## config.mk

```make
export PLATFORM = sky130hd
export DESIGN_NAME = hazard_controller
export DESIGN_NICKNAME = d
export VERILOG_FILES = /design/src/rtl/hazard_controller.sv
export SDC_FILE = /design/constraint.sdc
export NUM_CORES = 1
export LEC_CHECK = 0
export ABC_AREA = 1
export CAP_MARGIN = 20
export CORE_MARGIN = 3
export CORE_UTILIZATION = 48
export CTS_CLUSTER_SIZE = 8
export DETAILED_ROUTE_END_ITERATION = 8
export PLACE_DENSITY = 0.76
export SKIP_CTS_REPAIR_TIMING = 1
export SYNTH_ARGS = -nofsm -noshare
export SYNTH_HDL_FRONTEND = slang
export SYNTH_SLANG_ARGS = --single-unit
```

## constraint.sdc

```tcl
create_clock -name clock_i -period 1.85 [get_ports clock_i]
set_clock_uncertainty 0.2 [all_clocks]
set_input_delay 0.185 -clock clock_i [delete_from_list [all_inputs] [get_ports clock_i]]
set_output_delay 0.185 -clock clock_i [all_outputs]
set_load 0.1 [all_outputs]
```

## src/rtl/hazard_controller.sv

```systemverilog
// Stall/flush sequencer for the 5-stage pipeline: load-use, branch flush, mul/div stall, halt drain.
// Optional HAZARD_PERF_CNT_EN adds stall_cycles_o, a saturating count of non-halted stall cycles.
//
// state     | meaning
// S_RUN     | normal issue, hazards resolved combinationally
// S_MULDIV  | mul/div in flight, front end and EX frozen
// S_DRAIN   | halt retiring through EX/MEM/WB, fetch suppressed
// S_HALTED  | CPU parked until resume
module hazard_controller #(
    parameter int REG_ADDR_W   = 4,
    parameter int MULDIV_LAT   = 4,
    parameter int DRAIN_CYCLES = 3
) (
    input  logic                  clock_i,
    input  logic                  reset_ni,
    input  logic                  id_ex_mem_rd_i,
    input  logic [REG_ADDR_W-1:0] id_ex_rd_i,
    input  logic [REG_ADDR_W-1:0] if_id_rs1_i,
    input  logic [REG_ADDR_W-1:0] if_id_rs2_i,
    input  logic                  if_id_uses_rs2_i,
    input  logic                  branch_taken_i,
    input  logic                  muldiv_start_i,
    input  logic                  halt_dec_i,
    input  logic                  resume_i,
    output logic                  pc_stop_o,
    output logic                  if_id_hold_o,
    output logic                  if_id_flush_o,
    output logic                  id_ex_flush_o,
    output logic                  ex_hold_o,
    output logic                  halted_o
`ifdef HAZARD_PERF_CNT_EN
    ,
    output logic [15:0]           stall_cycles_o
`endif
);

    typedef enum logic [1:0] {
        S_RUN    = 2'd0,
        S_MULDIV = 2'd1,
        S_DRAIN  = 2'd2,
        S_HALTED = 2'd3
    } state_e;

    localparam logic [7:0] MD_INIT    = 8'(MULDIV_LAT - 1);
    localparam logic [7:0] DRAIN_INIT = 8'(DRAIN_CYCLES);

    state_e     state_q, state_d;
    logic [7:0] cnt_q, cnt_d;
    logic       load_use;

    // r0 is hard-wired zero, so a load targeting it never creates a dependency
    assign load_use = id_ex_mem_rd_i && (id_ex_rd_i != '0) &&
                      ((if_id_rs1_i == id_ex_rd_i) ||
                       (if_id_uses_rs2_i && (if_id_rs2_i == id_ex_rd_i)));

    always_ff @(posedge clock_i or negedge reset_ni) begin
        if (!reset_ni) begin
            state_q <= S_RUN;
            cnt_q   <= '0;
        end else begin
            state_q <= state_d;
            cnt_q   <= cnt_d;
        end
    end

    always_comb begin
        state_d = state_q;
        cnt_d   = cnt_q;
        case (state_q)
            S_RUN: begin
                if (!branch_taken_i && muldiv_start_i) begin
                    if (MULDIV_LAT > 1) begin
                        cnt_d   = MD_INIT;
                        state_d = S_MULDIV;
                    end
                end else if (!branch_taken_i && !load_use && halt_dec_i) begin
                    cnt_d   = DRAIN_INIT;
                    state_d = S_DRAIN;
                end
            end
            S_MULDIV: begin
                cnt_d = cnt_q - 8'd1;
                if (cnt_q <= 8'd1) state_d = S_RUN;
            end
            S_DRAIN: begin
                cnt_d = cnt_q - 8'd1;
                if (cnt_q <= 8'd1) state_d = S_HALTED;
            end
            S_HALTED: begin
                if (resume_i) state_d = S_RUN;
            end
            default: begin
                state_d = S_RUN;
                cnt_d   = '0;
            end
        endcase
    end

    // Outputs are forced low for as long as reset is held, whatever the inputs do
    always_comb begin
        pc_stop_o     = 1'b0;
        if_id_hold_o  = 1'b0;
        if_id_flush_o = 1'b0;
        id_ex_flush_o = 1'b0;
        ex_hold_o     = 1'b0;
        halted_o      = 1'b0;
        if (reset_ni) begin
            case (state_q)
                S_RUN: begin
                    if (branch_taken_i) begin
                        if_id_flush_o = 1'b1;
                        id_ex_flush_o = 1'b1;
                    end else if (muldiv_start_i) begin
                        pc_stop_o    = 1'b1;
                        if_id_hold_o = 1'b1;
                        ex_hold_o    = 1'b1;
                    end else if (load_use) begin
                        pc_stop_o     = 1'b1;
                        if_id_hold_o  = 1'b1;
                        id_ex_flush_o = 1'b1;
                    end else if (halt_dec_i) begin
                        pc_stop_o     = 1'b1;
                        if_id_flush_o = 1'b1;
                    end
                end
                S_MULDIV: begin
                    pc_stop_o    = 1'b1;
                    if_id_hold_o = 1'b1;
                    ex_hold_o    = 1'b1;
                end
                S_DRAIN: begin
                    pc_stop_o     = 1'b1;
                    if_id_flush_o = 1'b1;
                end
                S_HALTED: begin
                    pc_stop_o     = 1'b1;
                    if_id_flush_o = 1'b1;
                    halted_o      = 1'b1;
                end
                default: begin
                    pc_stop_o = 1'b0;
                end
            endcase
        end
    end

`ifdef HAZARD_PERF_CNT_EN
    logic [15:0] stall_cnt_q;

    always_ff @(posedge clock_i or negedge reset_ni) begin
        if (!reset_ni) begin
            stall_cnt_q <= '0;
        end else if (pc_stop_o && (state_q != S_HALTED) && (stall_cnt_q != 16'hFFFF)) begin
            stall_cnt_q <= stall_cnt_q + 16'd1;
        end
    end

    assign stall_cycles_o = stall_cnt_q;
`endif

endmodule
```

Word level (Yosys, flattened, before mapping)
Index checks and enable logic that the tools add are counted.
{ "classes": {"addsub": 1, "multipliers": 0, "n_div": 0, "magnitude_cmp": 1, "eq_ne": 9, "shifts": 0, "mux": 35, "n_bitwise": 0, "n_reduce_logical": 17} }
{ "ops": {"columns": ["op", "count"], "rows": [
  ["$mux 1", 22],
  ["$mux 8", 2],
  ["$pmux 8 s2", 1],
  ["$mux 2", 5],
  ["$eq 4x4->1", 2],
  ["$le 8x1->1 const B", 1],
  ["$pmux 1 s2", 4],
  ["$pmux 2 s4", 1],
  ["$sub 8x1->8 const B", 1],
  ["$logic_and 1x1->1", 6],
  ["$ne 2x2->1 const B", 3],
  ["$eq 2x2->1 const B", 2],
  ["$reduce_and 4->1", 1],
  ["$reduce_bool 4->1", 1],
  ["$reduce_or 2->1", 2],
  ["$ne 3x3->1 const B", 1],
  ["$reduce_or 3->1", 1],
  ["$eq 2x1->1 const B", 1],
  ["$logic_not 1->1", 2],
  ["$logic_not 2->1", 1],
  ["$reduce_and 2->1", 1],
  ["$reduce_bool 2->1", 1],
  ["$logic_or 1x1->1", 1]
]} }
{ "word_totals": {"reg_bits": 10, "latch_bits": 0, "ramBits": 0, "rom_bits": 0, "inputBits": 20, "memories": 0} }

Depth between registers and ports, before layout
{ "logic_depth": {"ltp_word": 10, "depth_mapped": 12} }

Worst setup path after synthesis
No wires, ideal clock.
{ "synth_timing": {"path_type": "register to output", "startpoint": "register state_q[0]", "endpoint": "output port id_ex_flush_o", "arrival_time_ns": 2.998, "t_required_ns": 1.465, "setup_slack_ns": -1.533, "path_stages_with_launch": 5, "path_buffers": 0, "path_cell_list": "dfrtp_1 -> inv_1 -> ha_1 -> nand2_1 -> a211oi_1"} }
{ "synth_between": {"elab_chain_len": 3} }
{ "synth_rtl": {"columns": ["element", "line", "rtl"], "rows": [
  ["from (decl)", "47", "state_e state_q, state_d;"],
  ["from (signal assigned)", "61", "state_q <= state_d;"],
  ["$logic_not 2->1", "108", "case (state_q)"],
  ["$mux 1", "108", null],
  ["$mux 1", "107", "if (reset_ni) begin"],
  ["to (decl)", "28", "output logic id_ex_flush_o,"]
]} }
Every way passes these cells.

Worst setup path after layout
{ "layout_timing": {"startpoint": "register state_q[1]", "endpoint": "output port id_ex_flush_o"} }
Same word-level chain as after synthesis.

==> run_results.csv <==
group,metric,value,unit
status,status,"finished with violations",
status,violations,"setup timing",
yosys,synth.top_cells.by_count,"47 x nand2_1, 21 x inv_1, 14 x nand3_1",
finish,fin_nets,222,
finish,antennaDiodeCount,0,
floorplan,die_w,51.8,um
timing,fmax,514,MHz
clocking,cts_made_buffers,3,
yosys,synth_edf_count,0,
power_and_ir_drop,p_sw_share,52.3,%
clocking,cts-root-buf,"clkbuf_4",
timing,fin_ws,-0.0972,ns
floorplan,start_util,54.1,%
yosys,yosysMostFrequentCell,"nand2_1",
finish,syn_to_final_growth,59.1,%
global_routing,grt_pass1_vias,1068,
global_routing,grt_util_all_layers,21.2,%
yosys,synth_top_cell_by_area,"dfrtp_1",
drt,drc,0,
setup_path,cp.required,1.46,ns
timing,period_minus_slack,1.95,ns
hold_path,hold_class,"in2async",
power_and_ir_drop,p_seq_share,17.9,%
power_and_ir_drop,p_clk_share,6.7,%
power_and_ir_drop,powerDensity,1390,nW/um^2
finish,drive_gt1_share,30.2,%
finish,stdcell_count,217,
yosys,ys_types,26,
yosys,ys_ff_latch,10,
global_routing,antenna_found_initial,0,
clocking,path_clk_slew,0.06,ns
yosys,synthTopCellsByArea,"dfrtp_1 25%, nand2_1 18%, ha_1 10%, inv_1 7.8%, nand3_1 7.0%",
power_and_ir_drop,ir_drop,1110,uV
timing,finalCritPeriodShare,105,%
finish,postLayoutCoreUtil,86.1,%
power_and_ir_drop,total_power,2.22,mW
timing,slew_headroom,80.9,%
yosys,synthesis.area,1010,sq um
job,max_cap_viol_count,0,
power_and_ir_drop,combPwrFrac,75.4,%
drt,wl_per_cell,13.4,um
drt,dr_total_vias,1135,
power_and_ir_drop,intPower,1.06,mW
global_routing,gr-total-overflow,0,
timing,finalMaxSlewViolations,0,
clocking,cts_tree,"built",
floorplan,die_y,51.8,um
placed_design,hpwl,2.15,mm
timing,rsz0062_at_grt,"true",
drt,wl_met1,1.19,mm
timing,tightest_slew,0.285,ns
floorplan,num_io_pins,26,
yosys,synthesis.nets,182,
drt,highest_layer,"met4",
setup_path,end_kind,"output port",
placed_design,io_buffers,25,
drt,antenna_left,0,
power_and_ir_drop,leakagePower,0.916,nW
yosys,ys.flop_type,"dfrtp_1",
placed_design,dp_cells,211,
power_and_ir_drop,p_switching,1.16,mW
setup_path,worstPathArrival,1.56,ns
drt,drtIter0Drc,30,
yosys,yosys_warnings,0,
clocking,cts_sinks,10,
timing,setup_viol,4,
floorplan,row_count,15,
yosys,synthArstFlopShare,100,%
drt,wl,2.90,mm
yosys,netlist.area_leader.share,24.9,%
clocking,cts_buffer_depth,2,
setup_path,cp_max_fo,4,
timing,tns,-0.268,ns
clocking,cts-htree-levels,1,
clocking,clock_latency,0.27,ns
global_routing,grt_pass1_wl,4.31,mm
drt,dr_wl_met2,1.56,mm
drt,via_per_inst,5.23,
timing,hold_viol,0,
placed_design,place_congestion,0.858,
floorplan,core_area,1860,sq um
yosys,avgSynthCellArea,6.53,sq um
yosys,ys_seq_area_share,24.9,%
yosys,syn_inst,154,
setup_path,critPathKind,"reg2out",
drt,dr_wl_met3,134,um
floorplan,die-area,2680,sq um
global_routing,grt_max_degree,14,
drt,firstDrtPassIters,4,
setup_path,start_kind,"register",
==> worst paths after layout <==
kind	from	end	slack (ns)	cells past startpoint
worst max-delay path	state_q[1]	id_ex_flush_o	-0.1	5
worst min-delay path	reset_ni	state_q[0]	0.21	2
worst max register to register	state_q[1]	cnt_q[3]	0.10	8
worst min register to register	cnt_q[1]	cnt_q[1]	0.30	2
max in group asynchronous	reset_ni	cnt_q[0]	1.11	2
min in group clock_i	cnt_q[1]	cnt_q[1]	0.30	2
==> layer usage <==
layer,GRT usage (%),vias to the layer above
met5,0,-
li1,-,559
met4,2.62,0
met1,22.7,536
met3,5.16,4
met2,42.2,36
==> power by group through the flow <==
| stage | sequential [mW] | combinational [mW] | clock, mW |
|---|---|---|---|
| finish | 0.397 | 1.67 | 0.148 |
| global route | 0.402 | 1.83 | 0.159 |
| CTS | 0.387 | 1.50 | 0.150 |
| detailed placement | 0.391 | 1.49 | 0 |
| global placement | 0.387 | 1.44 | 0 |
| floorplan | 0.371 | 1.05 | 0 |
==> cell families (layout without fill, tap and decap cells) <==
kind of cell / count (synthesis) / count (layout) / share of synthesized area (%)
buf+inv: 27 / 65 / 12.6
fa+ha+maj: 8 / 8 / 9.95
simple gates: 87 / 87 / 37.9
flops: 10 / 10 / 24.9
compound gates: 15 / 15 / 8.58
xor+xnor: 7 / 7 / 6.09
==> area by class of cell <==
type	instances	area, sq um
Sequential cell	10	251
Inverter	26	111
Clock buffer	3	22.5
Timing Repair Buffer	36	424
Multi-Input combinational cell	117	759
Tap cell	25	31.3
Fill cell	106	258
==> placed cells by master (no fill, tap or decap), types with 4 or more instances in the layout <==
master            n
dlymetal6s2s_1   13
buf_4            10
nand3_1          12
dfrtp_1           9
nor2_2            4
nor2_1           11
inv_1            19
buf_12            6
clkdlybuf4s50_1   5
nand2_2           5
xor2_1            6
nand2_1          43
inv_2             6
ha_1              4
==> registers in the layout, summed over array words and instances (netlist names) <==
register  cells
cnt_q         8
state_q       2
==> worst max-delay path, cell delays in order, from the launching register on <==
cell	delay [ns]
dfrtp_1	0.43
inv_2	0.13
ha_4	0.19
nand2_4	0.07
a211oi_4	0.26
buf_12	0.21
==> stage by stage <==
stage	hold WS, ns	cell area, sq um	setup slack, ns
6_report	0.206	1600	-0.0972
5_1_grt	0.229	1600	-0.131
4_1_cts	0.165	1470	-0.321
3_5_place_dp	0.286	1450	-0.321
3_3_place_gp	0.283	1450	-0.270
2_1_floorplan	-0.311	1060	-0.183
(Power assumes the default switching activity.)
